### src/rtl/uart_tx.sv
// UART transmitter: 16x-tick driven frame serializer (start, LSB-first data, optional parity, stop).
// Parity bit is compiled in only when UART_TX_PARITY_EN is defined.
module uart_tx #(
  parameter int DATA_BITS  = 8,
  parameter int STOP_TICKS = 16,
  parameter int PARITY_ODD = 0
) (
  input  logic                 clk,
  input  logic                 reset_n,
  input  logic                 tick,
  input  logic                 tx_start,
  input  logic [DATA_BITS-1:0] din,
  output logic                 tx,
  output logic                 tx_busy,
  output logic                 tx_done_tick
);

  localparam int S_W = (STOP_TICKS > 16) ? $clog2(STOP_TICKS) : 4;
  localparam int N_W = (DATA_BITS > 1) ? $clog2(DATA_BITS) : 1;

  localparam logic [S_W-1:0] S_BIT_LAST  = S_W'(15);
  localparam logic [S_W-1:0] S_STOP_LAST = S_W'(STOP_TICKS - 1);
  localparam logic [N_W-1:0] N_LAST      = N_W'(DATA_BITS - 1);

  if (DATA_BITS < 5 || DATA_BITS > 9) begin : g_bad_data_bits
    $error("uart_tx: DATA_BITS must be in 5..9");
  end
  if (STOP_TICKS < 16 || PARITY_ODD < 0 || PARITY_ODD > 1) begin : g_bad_cfg
    $error("uart_tx: STOP_TICKS must be >= 16 and PARITY_ODD 0 or 1");
  end

`ifdef UART_TX_PARITY_EN
  typedef enum logic [2:0] {IDLE, START, DATA, PARITY, STOP} state_e;
  localparam logic PODD = (PARITY_ODD != 0);
  logic parity_q, parity_d;
`else
  typedef enum logic [1:0] {IDLE, START, DATA, STOP} state_e;
`endif

  state_e               state_q, state_d;
  logic [S_W-1:0]       s_q, s_d;
  logic [N_W-1:0]       n_q, n_d;
  logic [DATA_BITS-1:0] b_q, b_d;
  logic                 tx_q, tx_d;
  logic                 done_q, done_d;

  always_comb begin
    state_d = state_q;
    s_d     = s_q;
    n_d     = n_q;
    b_d     = b_q;
    done_d  = 1'b0;
`ifdef UART_TX_PARITY_EN
    parity_d = parity_q;
`endif
    case (state_q)
      IDLE: begin
        // A tick in the accepting cycle is deliberately not counted.
        if (tx_start) begin
          b_d     = din;
          s_d     = '0;
          state_d = START;
`ifdef UART_TX_PARITY_EN
          parity_d = (^din) ^ PODD;
`endif
        end
      end
      START: begin
        if (tick) begin
          if (s_q == S_BIT_LAST) begin
            s_d     = '0;
            n_d     = '0;
            state_d = DATA;
          end else begin
            s_d = s_q + 1'b1;
          end
        end
      end
      DATA: begin
        if (tick) begin
          if (s_q == S_BIT_LAST) begin
            s_d = '0;
            b_d = b_q >> 1;
            if (n_q == N_LAST) begin
`ifdef UART_TX_PARITY_EN
              state_d = PARITY;
`else
              state_d = STOP;
`endif
            end else begin
              n_d = n_q + 1'b1;
            end
          end else begin
            s_d = s_q + 1'b1;
          end
        end
      end
`ifdef UART_TX_PARITY_EN
      PARITY: begin
        if (tick) begin
          if (s_q == S_BIT_LAST) begin
            s_d     = '0;
            state_d = STOP;
          end else begin
            s_d = s_q + 1'b1;
          end
        end
      end
`endif
      STOP: begin
        if (tick) begin
          if (s_q == S_STOP_LAST) begin
            s_d     = '0;
            state_d = IDLE;
            done_d  = 1'b1;
          end else begin
            s_d = s_q + 1'b1;
          end
        end
      end
      default: state_d = IDLE;
    endcase

    // Line level follows the next state so tx changes on the same edge as the state.
    tx_d = 1'b1;
    case (state_d)
      START:   tx_d = 1'b0;
      DATA:    tx_d = b_d[0];
`ifdef UART_TX_PARITY_EN
      PARITY:  tx_d = parity_d;
`endif
      default: tx_d = 1'b1;
    endcase
  end

  always_ff @(posedge clk or negedge reset_n) begin
    if (!reset_n) begin
      state_q <= IDLE;
      s_q     <= '0;
      n_q     <= '0;
      b_q     <= '0;
      tx_q    <= 1'b1;
      done_q  <= 1'b0;
`ifdef UART_TX_PARITY_EN
      parity_q <= 1'b0;
`endif
    end else begin
      state_q <= state_d;
      s_q     <= s_d;
      n_q     <= n_d;
      b_q     <= b_d;
      tx_q    <= tx_d;
      done_q  <= done_d;
`ifdef UART_TX_PARITY_EN
      parity_q <= parity_d;
`endif
    end
  end

  assign tx           = tx_q;
  assign tx_busy      = (state_q != IDLE);
  assign tx_done_tick = done_q;

endmodule
### config.mk
export PLATFORM = sky130hd
export DESIGN_NAME = uart_tx
export DESIGN_NICKNAME = d
export VERILOG_FILES = /design/src/rtl/uart_tx.sv
export SDC_FILE = /design/constraint.sdc
export NUM_CORES = 1
export LEC_CHECK = 0
export ABC_AREA = 1
export CAP_MARGIN = 20
export CORE_ASPECT_RATIO = 1.5
export CORE_MARGIN = 4
export CORE_UTILIZATION = 52
export DETAILED_ROUTE_END_ITERATION = 7
export GPL_ROUTABILITY_DRIVEN = 1
export PLACE_DENSITY = 0.77
export SLEW_MARGIN = 20
export SYNTH_ARGS = -nofsm -noshare
export SYNTH_HDL_FRONTEND = slang
export SYNTH_SLANG_ARGS = --single-unit
### constraint.sdc
create_clock -name clk -period 1.9 [get_ports clk]
set_input_delay 0.19 -clock clk [delete_from_list [all_inputs] [get_ports clk]]
set_output_delay 0.19 -clock clk [all_outputs]
set_load 0.05 [all_outputs]
# Word level (Yosys, flattened, before mapping)
# Cells that the tools add are included.
word_totals:
  reg_bits: 19
  in_bits: 12
  output_inout_bits: 3
  word_cells: 58
classes:
  n_addsub: 2
  eq_ne: 14
  mux: 27
  reduce_logical: 8
ops:
  columns: ["cell", "n"]
  rows:
  - ["8-bit 2-to-1 mux", 3]
  - ["2-bit 2-to-1 mux", 8]
  - ["8-bit one-hot mux with 2 select lines", 1]
  - ["3-bit 2-to-1 mux", 5]
  - ["4-bit 2-to-1 mux", 3]
  - ["2-bit inequality test, second input constant", 6]
  - ["2-bit one-hot mux with 4 select lines", 1]
  - ["4-bit one-hot mux with 2 select lines", 1]
  - ["2-bit == test, second input constant", 3]
  - ["3-bit one-hot mux with 2 select lines", 1]
  - ["6-bit AND reduction", 1]
  - ["2-bit nonzero test", 3]
  - ["4-bit by 1-bit adder with 4-bit output, second input constant", 1]
  - ["2-bit by 1-bit == test with 1-bit output, second input constant", 2]
  - ["4-bit == test, second input constant", 1]
  - ["4-bit AND reduction", 1]
  - ["3-bit by 1-bit adder with 3-bit output, second input constant", 1]
  - ["3-bit == test, second input constant", 1]
  - ["1-bit 2-to-1 mux", 3]
  - ["3-bit OR reduction", 1]
  - ["2-bit logical NOT", 1]
  - ["2-bit by 1-bit inequality test with 1-bit output, second input constant", 1]
  - ["1-bit one-hot mux with 2 select lines", 1]
  - ["2-bit AND reduction", 1]

# Logic depth before layout (Yosys ltp)
depth:
  depth_word: 7
  ltp_mapped: 10
  depth_no_buf: 10

# Worst setup path after synthesis
# Ideal clock, no wire load.
synth_timing:
  kind: "register -> register"
  start: "register state_q[1]"
  end: "register s_q[0]"
  setup_time_ns: 0.119
  arrival_time_ns: 1.361
  required_ns: 1.781
  path_slack_ns: 0.421
  path_stages_with_launch: 6
  n_path_buf: 0
  synth_period_minus_slack_ns: 1.479
  cell_sequence: "dfrtp_1 -> inv_2 -> nand2_1 -> nand2_1 -> nand2_1 -> o21a_1"
synth_between:
  elab_chain_len: 4
  word_cells_on_any_way: 9
  classes_between: "eq/ne: 5; mux: 1; reduce/logical: 3"
synth_rtl:
  columns: ["item", "line_no", "rtl"]
  rows:
  - ["start: declaration", "40", "state_e state_q, state_d;"]
  - ["start signal: assignment", "148", "state_q <= state_d;"]
  - ["2-bit == test or 2-bit by 1-bit == test with 1-bit output (tied branches)", "56", "case (state_q)"]
  - ["3-bit OR reduction (no line)", null, null]
  - ["2-bit by 1-bit inequality test with 1-bit output (no line)", null, null]
  - ["2-bit AND reduction (no line)", null, null]
  - ["end signal: assignment", "139", "s_q <= '0;"]
  - ["end signal: assignment", "149", "s_q <= s_d;"]
  - ["end: declaration", "41", "logic [S_W-1:0] s_q, s_d;"]
# Several ways; a longest one is shown, not always the timed one.
# A chain may end at the register's enable or synchronous reset.

# Final worst setup path
layout_timing:
  start: "register tx_q, in the netlist tx"
  end: "output port tx"
layout_lines:
  columns: ["item", "line_no", "rtl"]
  rows:
  - ["start: declaration", "44", "logic tx_q, tx_d;"]
  - ["start signal: assignment", "152", "tx_q <= tx_d;"]
  - ["end: declaration", "13", "output logic tx,"]
# No word-level cell between the ends.

==> impl_results.md <==
* Worst Skew at 2.44 ps
* Area of the multi-input gates at 479 um2
* Clk root buf: clkbuf_4
* Placed wire-length estimate at 1520 um
* Fin crit share at 94.7%
* Crit path depth at 1
* Initial antenna violation count at 0
* Aggregate routed wire length at 1960 um
* Largest delay contributor family on the critical path: buffers and inverters
* Core area at 1850 um2
* Layout cells sized above 1 at 20.3%
* Setup crit end kind: primary output
* DRC viols at 0
* Clk buf depth at 2
* Layout Cells excl Fill at 159
* HP Class: input port to asynchronous set/reset pin
* Sequential element share of the synthesized area at 46.0%
* Most frequent cell after synthesis: nand2_1
* # H-tree levels at 1
* Synthesized area per cell at 8.71 um2
* EDFF count, synth at 0
* Synth top cells by count: nand2_1, dfrtp_1, inv_1
* Placed Instances at 155
* Ranking of synthesized cells by area: dfrtp_1, nand2_1, inv_1
* CTS resizes at 0
* Wire per inst at 12.3 um
* Outcome: finished, final reports clean
* Total track usage at 16.2%
* # nets final at 154
* Worst vdd ir at 699 uV
* R2R setup slack at 420 ps
* CP Buf/Inv Count at 1
* Predominant post-synthesis flop cell: dfrtp_1
* Synth-to-Final Area Change at 19.3%
* Unrepaired setup endpoints after global routing: no
* GPL Wtd Cong at 0.805
* Final Hold Viols at 0
* Initial Util at 55.9%
* Clk sink count at 19
* Worst skew pair latency at 300 ps
* Post-synthesis cell count at 119
* Vias in the first global route at 860
* Simple-gate share of the synthesized area at 30.2%
* Final min period at 1800 ps
* # setup viols final at 0
* First-pass GRT wire length at 3440 um
* CP max-delay cell: clkdlybuf4s50_1
* Detailed-route via count at 819
* Final setup TNS at 0 ps
* Antenna diodes at 0
* Overall power at 0.00158 W
* Die X at 44.4 um
* Max-slew violation count at 0
* Mux contribution to synthesized area at 0%
* Xor/xnor cell area share of the yosys netlist at 0%
* Place WS at 400 ps
* Fmax at 556 MHz
* Cells on worst reg2reg path at 10
* Max-cap viol count at 0
* Synth Area in Compound Gates at 12.4%
* Setup bufs post-CTS at 0
* Site Rows at 19
* Grt ovf at 0
* Chip Height at 62.7 um
* Area leader, netlist: dfrtp_1
* Io pins at 15
* Mapped Area at 1040 um2
* DRT iter0 DRCs at 26
* Synthesized Nets at 134
* Die ar. at 2790 um2
* Adder-cell share of the synthesized area at 3.62%
* Routed Antenna Nets at 0
* Synth async-reset ratio at 100%
* CP cell instances: clkdlybuf4s50_1
* Yosys reg bits at 19
* CP startpoint kind: register
* Ys Warns at 0
* Worst r2r src: s_q[0]
* Crit Path Category: register to primary output
* Largest family of logic cells by synthesized area: simple AND/OR/NAND/NOR gates
* Crit. Startpoint: tx
* Worst EP required at 1710 ps
* 1st-pass router iterations at 4
* Buffers on Ports at 14
* Storage cell area at 477 um2
* Largest net degree at the start of global routing at 13
* Critical-path maximum fanout at 1
* Clock buffer count from CTS at 3
* Cts hold-fix bufs at 0
* Post-route setup slack at 101 ps
* Crit path largest cell delay at 790 ps
* Worst-Margin Slew at 492 ps
* Post-layout util at 66.7%
* Reg2Reg Capture Point: tx
* Worst-path clk slew at 100 ps
* Vias per cell at 5.15
* Critical Path AT at 1610 ps
* Lkg Pwr at 0.644 nW
* Power per cell area at 1280 nW/um2
* Count of different cell masters after synthesis at 26
* Slew Limit Headroom at 67.1%
* Top-area cell type share of the netlist area at 43.5%
* CTS tree: done
* Fillers at 150
[sequential cells by signal (all words and copies together), names as in the netlist]
signal and flops:
b_q 8, tx_done_tick 1, s_q 4, tx 1
n_q 3, state_q 2
[where the power goes]
part	switching, W	internal, W
clock network	0.000123	0.0000819
registers	0.000132	0.000574
logic	0.000419	0.000255
[how the worst max path moves through the flow]
stage	endpoint	slack, ps
finish	tx	100
detailed placement	tx	400
global placement	tx	410
CTS	tx	90
floorplan	s_q[0]	420
global route	tx	70
[area by class of cell]
cell class | count | share of cell area [%]
Sequential cell | 19 | 38.6
Inverter | 19 | 6.07
Timing Repair Buffer | 16 | 12.3
Clock buffer | 4 | 2.13
Multi-Input combinational cell | 80 | 38.8
Tap cell | 21 | 2.13
[cells in the final DEF (no fill, tap or decap), drive strengths merged]
cell type / synthesis / final
nand2: 39 / 39
dfrtp: 18 / 18
inv: 18 / 18
clkdlybuf4s50: 0 / 13
nand3: 10 / 10
nor2: 8 / 8
o21ai: 7 / 7
nand4: 4 / 4
a22oi: 4 / 4
clkbuf: 0 / 4
ha: 3 / 3
buf: 1 / 3
clkinv: 1 / 1
o22ai: 1 / 1
o2111ai: 1 / 1
o31ai: 1 / 1
o21a: 1 / 1
a21oi: 1 / 1
dfstp: 1 / 1
[metal layers]
layer  wire [um]  vias to the layer above  track usage (%)
met4          47                        0             9.43
met5           0                        -                0
met2        1010                       11             27.6
li1            -                      425                -
met3          59                        5             1.73
met1         849                      378             18.7
[stage by stage]
step                cell area, um2  hold WS [ps]
floorplan                     1040          -106
global placement              1210           455
detailed placement            1210           460
CTS                           1240           155
global route                  1240           156
finish                        1240           145
[kinds of logic (layout without fill, tap and decap cells)]
| kind of cell | after synthesis | after routing |
|---|---|---|
| and+or+nand+nor | 61 | 61 |
| buffers and inverters | 20 | 39 |
| DFF | 19 | 19 |
| AOI/OAI and AO/OA | 16 | 16 |
| adders and majority gates | 3 | 3 |
Power figures use the tool's default switching activity.
